**config.mk**
```make
export PLATFORM = sky130hd
export DESIGN_NAME = fifo_serializer
export DESIGN_NICKNAME = d
export VERILOG_FILES = /design/src/rtl/fifo_defs.sv /design/src/rtl/bit_timer.sv /design/src/rtl/fifo_serializer.sv
export SDC_FILE = /design/constraint.sdc
export NUM_CORES = 1
export LEC_CHECK = 0
export ABC_AREA = 1
export ABC_CLOCK_PERIOD_IN_PS = 2000
export CAP_MARGIN = 20
export CORE_ASPECT_RATIO = 0.9
export CORE_MARGIN = 4
export CORE_UTILIZATION = 55
export CTS_BUF_LIST = sky130_fd_sc_hd__clkbuf_4
export DETAILED_ROUTE_END_ITERATION = 7
export DONT_BUFFER_PORTS = 1
export PLACE_DENSITY = 0.81
export REMOVE_ABC_BUFFERS = 1
export SLEW_MARGIN = 20
export SYNTH_ARGS = -nofsm -noshare
export SYNTH_HDL_FRONTEND = slang
export SYNTH_SLANG_ARGS = --single-unit
```
**constraint.sdc**
```tcl
create_clock -name clk -period 2 [get_ports clk]
set_input_delay 0.5 -clock clk [delete_from_list [all_inputs] [get_ports clk]]
set_output_delay 0.5 -clock clk [all_outputs]
set_load 0.01 [all_outputs]
```
**src/rtl/fifo_defs.sv**
```systemverilog
// rtl/fifo_defs.sv - shared state encodings and frame constants for the FIFO serializer
package fifo_defs;

    localparam int DATA_BITS = 16;

    localparam logic [2:0] S_IDLE   = 3'd0;
    localparam logic [2:0] S_REQ    = 3'd1;
    localparam logic [2:0] S_LOAD   = 3'd2;
    localparam logic [2:0] S_START  = 3'd3;
    localparam logic [2:0] S_DATA   = 3'd4;
    localparam logic [2:0] S_PARITY = 3'd5;
    localparam logic [2:0] S_STOP   = 3'd6;

    // Clocks from the start-bit fall to the end of the stop bit.
    function automatic int frame_clks(input int clks_per_bit, input int parity_en);
        return (DATA_BITS + 2 + parity_en) * clks_per_bit;
    endfunction

endpackage

```
**src/rtl/bit_timer.sv**
```systemverilog
// rtl/bit_timer.sv - per-bit down counter; tick marks the last clock of a serial bit
module bit_timer #(
    parameter int CLKS_PER_BIT = 4
) (
    input  logic clk,
    input  logic rstp,
    input  logic load,
    output logic tick,
    output logic tick_next
);

    localparam logic [7:0] RELOAD = 8'(CLKS_PER_BIT - 1);

    logic [7:0] cnt;

    always_ff @(posedge clk) begin
        if (rstp) begin
            cnt <= 8'd0;
        end else if (load) begin
            cnt <= RELOAD;
        end else if (cnt != 8'd0) begin
            cnt <= cnt - 8'd1;
        end
    end

    assign tick = (cnt == 8'd0);
    // Lets the parent register an output that must coincide with tick.
    assign tick_next = !load && (cnt == 8'd1);

endmodule

```
**src/rtl/fifo_serializer.sv**
```systemverilog
// rtl/fifo_serializer.sv - pops FIFO words and sends them as start/data/parity/stop serial frames
module fifo_serializer
    import fifo_defs::*;
#(
    parameter int CLKS_PER_BIT = 4,
    parameter int PARITY_EN    = 1,
    parameter int WIDTH        = 16
) (
    input  logic             clk,
    input  logic             rstp,
    input  logic [WIDTH-1:0] din,
    input  logic             emptyp,
    output logic             readp,
    output logic             txd,
    output logic             busy,
    output logic             frame_done
);

    logic [2:0]           state, state_n;
    logic [DATA_BITS-1:0] shreg, shreg_n;
    logic                 parity, parity_n;
    logic [3:0]           bit_idx;
    logic                 load, shift, tick, tick_next;
    logic                 txd_n;

    bit_timer #(.CLKS_PER_BIT(CLKS_PER_BIT)) u_bit_timer (
        .clk       (clk),
        .rstp      (rstp),
        .load      (load),
        .tick      (tick),
        .tick_next (tick_next)
    );

    always_comb begin
        state_n = state;
        load    = 1'b0;
        shift   = 1'b0;
        case (state)
            S_IDLE:   if (!emptyp) state_n = S_REQ;
            S_REQ:    state_n = S_LOAD;
            S_LOAD: begin
                state_n = S_START;
                load    = 1'b1;
            end
            S_START: if (tick) begin
                state_n = S_DATA;
                load    = 1'b1;
            end
            S_DATA: if (tick) begin
                load = 1'b1;
                if (bit_idx == 4'(DATA_BITS - 1)) begin
                    state_n = (PARITY_EN != 0) ? S_PARITY : S_STOP;
                end else begin
                    shift = 1'b1;
                end
            end
            S_PARITY: if (tick) begin
                state_n = S_STOP;
                load    = 1'b1;
            end
            S_STOP:   if (tick) state_n = emptyp ? S_IDLE : S_REQ;
            default:  state_n = S_IDLE;
        endcase
    end

    always_comb begin
        shreg_n  = shreg;
        parity_n = parity;
        if (state == S_LOAD) begin
            shreg_n  = din;
            parity_n = ^din;
        end else if (shift) begin
            shreg_n = shreg >> 1;
        end
    end

    // txd is registered from the next state so the line changes on the same edge as the FSM.
    always_comb begin
        txd_n = 1'b1;
        case (state_n)
            S_START:  txd_n = 1'b0;
            S_DATA:   txd_n = shreg_n[0];
            S_PARITY: txd_n = parity_n;
            default:  txd_n = 1'b1;
        endcase
    end

    always_ff @(posedge clk) begin
        if (rstp) begin
            state      <= S_IDLE;
            shreg      <= '0;
            parity     <= 1'b0;
            bit_idx    <= 4'd0;
            txd        <= 1'b1;
            busy       <= 1'b0;
            frame_done <= 1'b0;
        end else begin
            state      <= state_n;
            shreg      <= shreg_n;
            parity     <= parity_n;
            if (state == S_LOAD) begin
                bit_idx <= 4'd0;
            end else if (shift) begin
                bit_idx <= bit_idx + 4'd1;
            end
            txd        <= txd_n;
            busy       <= (state_n != S_IDLE);
            frame_done <= (state == S_STOP) && tick_next;
        end
    end

    assign readp = (state == S_REQ);

endmodule

```
* Word-level counts from Yosys, hierarchy flattened
Cells that the tools add are included.
** Storage, ports and cells
- Bits in latches :: 0
- Memory bits (read-only) :: 0
- RAM bits :: 0
- Bits in registers :: 35
- Word-level logic and storage cells :: 55
- Memories kept :: 0
** Operators by class
- $lt $le $gt $ge :: 0
- Div/mod/pow operators :: 0
- $add $sub $neg :: 2
- Shifts and indexed selects :: 0
- Bitwise operators :: 0
- Reductions and logical operators :: 13
- Muxes and demuxes :: 19
- Multiply operators :: 0
- Equal/unequal tests :: 11
** Operators by type and width (number)
- two-way mux 16 bit :: 2
- case mux 3 bit (7 select lines) :: 1
- two-way mux 3 bit :: 6
- parity 16 bit :: 1
- == test 3 bit (second input constant) :: 5
- == test 3 x 2 -> 1 bit (second input constant) :: 3
- == test 8 x 1 -> 1 bit (second input constant) :: 1
- zero test 8 bit :: 1
- nonzero test 8 bit :: 1
- subtractor 8 x 1 -> 8 bit (second input constant) :: 1
- two-way mux 1 bit :: 6
- adder 4 x 1 -> 4 bit (second input constant) :: 1
- == test 4 bit (second input constant) :: 1
- two-way mux 2 bit :: 2
- nonzero test 2 bit :: 2
- OR reduction 2 bit :: 2
- == test 3 x 1 -> 1 bit (second input constant) :: 1
- zero test 3 bit :: 1
- case mux 1 bit (3 select lines) :: 1
- nonzero test 3 bit :: 1
- OR reduction 3 bit :: 1
- logical AND 1 bit :: 2
- case mux 1 bit (2 select lines) :: 1
- zero test 1 bit :: 1

* Depth between registers and ports, before layout
- Word-level depth :: 7
- Depth in mapped cells :: 14
- Depth with buffers taken out :: 14

* By module
Synthesis repeated with hierarchy kept, for this count alone.
** Second synthesis, totals
- Cell total of the unflattened synthesis :: 329
- Area total of the unflattened synthesis :: 2103.3 sq um
** By module, submodules not included
- fifo_serializer :: times used 1, cells an instance 268, area each 1672.9 sq um
- bit_timer :: times used 1, cells an instance 61, area each 430.4 sq um

* Least setup slack after synthesis
No wires, ideal clock.
- Kind :: flip-flop to flip-flop
- From :: register u_bit_timer.cnt[0]
- To :: register txd
- Required time :: 1.887 ns
- Buffers on the path :: 1
- Stages on the path, launching flop included :: 12
- Arrival time :: 1.379 ns
- Slack :: 0.508 ns
- Period minus slack after synthesis :: 1.492 ns
- Cell sequence :: dfxtp_1 inv_1 ha_1 nand2_2 nor2_4 buf_6 a21oi_1 nand2_2 nand2_2 nand3_1 nor2_1 nand2_1
** Between the ends
- Word-level cells in the longest chain between the ends :: 6
- Elaborated cells between the ends (all ways) :: 14
** RTL lines
- from (decl) :: line bit_timer.sv:14 : logic [7:0] cnt;
- from (signal assigned) :: line bit_timer.sv:22 : cnt <= cnt - 8'd1;
- zero test 8 bit (*) :: line bit_timer.sv:26 : assign tick = (cnt == 8'd0);
- parallel branches: the longest is 4 deep, another holds case mux 3 bit (7 select lines)
- case mux 1 bit (3 select lines) (*) :: line fifo_serializer.sv:80 : case (state_n)
- to (signal assigned) :: line fifo_serializer.sv:106 : txd <= txd_n;
- to (decl) :: line fifo_serializer.sv:14 : output logic txd,
Every way passes the cells marked *. The select of a mux whose other input is x is not followed.
A chain may end at the register's enable or synchronous reset.

* Worst setup path after layout
- From :: register state[0]
- To :: output readp
** Between the ends
- Word-level cells in the longest chain between the ends :: 1
** RTL lines
- from (decl) :: line fifo_serializer.sv:19 : logic [2:0] state, state_n;
- from (signal assigned) :: line fifo_serializer.sv:98 : state <= state_n;
- == test 3 x 1 -> 1 bit :: line fifo_serializer.sv:112 : assign readp = (state == S_REQ);
- to (decl) :: line fifo_serializer.sv:13 : output logic readp,
Every way passes these cells.

==> metrics.yaml <==
ctsResizeCount: 0
nFillCells: 337
finalPower_uw: 2030
cts_tree: "done"
ctsHoldBuffers: 0
rsz0062_at_grt: "no"
nets: 357
critPathKind: "flop to output port"
max_freq_ghz: 0.573
drive_above_1_share: 0.0836
fin_tns_setup_ps: 0
swShare: 0.381
clkTransAtPathRegs_ps: 110
status: "finished clean"
dp_slack_ps: 262
layout_setup_ws_ps: 255
grt_pass1_wl_um: 7160
finalClockSkew_ps: 15.2
slew_headroom: 0.738
cp-endpoint: "readp"
synth_top_family_by_area: "simple AND/OR/NAND/NOR gates"
hpwl_um: 3000
totalWireLength_um: 4050
p_seq_frac: 0.434
critPathLaunch: "state[0]"
pwr-share-comb: 0.371
antenna_cells: 0
ir_worst_vdd_uv: 633
multi_input_area_sq_um: 1120
grt_overflow_total: 0
cts_buffer_depth: 2
antenna_found_initial: 0
p_leak_uw: 0.00109
drc: 0
post-route-cell-area_sq_um: 2140
min_path_type: "input pin to flop"
yosysWarnings: 0
report.final.slew_viol_count: 0
tightest_slew_ps: 392
finalSetupViolCount: 0
drtIter0Drc: 83
seq_area_sq_um: 701
wl_per_cell_um: 10.7
final_antenna_net_count: 0
syn_to_final_growth_pct: 4.13
place_area_sq_um: 2060
yosys-mux-area-fraction: 0
r2r-end: "txd"
chipHeight_um: 66.1
die-width_um: 72.5
crit_path_end_kind: "output port"
reg2reg_slack_ps: 310
p_switching_uw: 774
worst_ep_required_time_ps: 1500
grt_pass1_vias: 1717
rows: 20
cp_max_fo: 6
synth_fa_ha_area_frac: 0.0243
post-cts-setup-buffer-count: 0
synth_area_per_cell_sq_um: 6.22
syn_area_sq_um: 2060
p_clk_frac: 0.195
reg2regPathDepth: 13
cts_sinks: 35
vias_per_cell: 4.93
hold_violations: 0
htree_levels: 2
synth_compound_area_frac: 0.123
reg2reg_from: "u_bit_timer.cnt[0]"
gp_congestion: 0.890
yosys.area.top_type: "dfxtp_1"
min_path_cells: 1
drv_cap: 0
vias: 1869
syn_inst: 331
dr.pass1.iters: 4
start_util: 0.592
cp.arrival_ps: 1240
yosysSeqAreaShare: 0.340
worstSkewPairLatency_ps: 350
die_area_sq_um: 4790
yosys.area_share.simple: 0.366
post-route-min-period_ps: 1740
grt_util_all_layers: 0.191
synth_area_leaders: "dfxtp_1 34%, nand2_1 22%, inv_1 8.0%, nor2_1 6.0%, a21oi_1 5.1%"
cp-start-kind: "flop"
synth_xor_area_frac: 0.0298
root_buffer: "clkbuf_4"
cts_inserted_buffers: 5
power_density_nw_per_um2: 946
ios: 23
netlist.area_leader.share: 0.340
min_period_over_period: 0.872
ys_ff_latch: 35
port_buffers: 0
core_area_sq_um: 3480
synth_cell_types: 24
p_int_uw: 1260
grt_max_degree: 23
==> state kept, by name (all words and copies together), names as in the netlist <==
name             cells
bit_idx              4
busy                 1
frame_done           1
parity               1
shreg               16
state                3
txd                  1
u_bit_timer.cnt      8
==> power groups by stage <==
stage          logic (uW)  registers (uW)  clock network [uW]
2_1_floorplan         575             878                   0
3_3_place_gp          674             893                   0
3_5_place_dp          694             895                   0
4_1_cts               698             879                 405
5_1_grt               881             894                 437
6_report              753             881                 395
==> through the flow <==
stage	hold slack, ps	util	cells
floorplan	435	-	323
global placement	446	0.594	368
detailed placement	455	0.594	368
CTS	199	0.610	376
global route	181	0.617	379
finish	204	0.617	379
==> cells in the final DEF, fill, tap and decap left out, types with 4 or more instances in the layout <==
master    count
nand2_1     118
inv_1        44
dfxtp_1      35
nor2_1       33
a21oi_1      21
nand3_1      13
o21ai_0      10
o21ai_1       9
nand2_2       7
clkbuf_4      7
a31oi_1       6
inv_2         5
xnor2_1       4
ha_1          4
buf_4         4
==> cell families (layout without fill, tap and decap cells) <==
| kind of cell | count (synthesis) | in the layout |
|---|---|---|
| xor gates and xnor gates | 7 | 7 |
| buffers and inverters | 57 | 61 |
| DFF | 35 | 35 |
| AOI/OAI and AO/OA | 48 | 48 |
| and+or+nand+nor | 180 | 180 |
| adders and majority gates | 4 | 4 |
==> metal layers <==
metal	share of wire	vias to the layer above	track usage
met5	0	-	0
met4	0.018	0	0.0829
met3	0.048	7	0.0471
met2	0.42	38	0.292
met1	0.51	796	0.254
li1	-	1028	-
==> worst max-delay path, cell delays in order (launching register included) <==
cell and delay, ps:
dfxtp_1 510, inv_1 100, nor3_1 300
==> synthesized netlist by cell type, drive strengths merged <==
library cell,count
nand2,125
inv,49
nor2,36
dfxtp,35
a21oi,21
o21ai,19
nand3,13
a31oi,6
buf,6
ha,4
nor3,4
xnor2,4
xor2,3
clkbuf,2
nand4,2
o21a,1
o31ai,1
==> worst min-delay path by stage <==
stage                          from        end  slack [ps]
after floorplan           shreg[15]  shreg[15]         430
after global placement    shreg[15]  shreg[15]         450
after detailed placement  shreg[15]  shreg[15]         460
after CTS                      rstp   shreg[2]         200
after global routing           rstp   shreg[4]         180
final                          rstp   shreg[4]         200
==> area by class of cell <==
cell class                      count  area share
Clock inverter                      1     0.00233
Timing Repair Buffer                4      0.0140
Inverter                           49      0.0858
Multi-Input combinational cell    239       0.521
Tap cell                           44      0.0257
Sequential cell                    35       0.327
Clock buffer                        7      0.0245
Power figures use the tool's default switching activity.
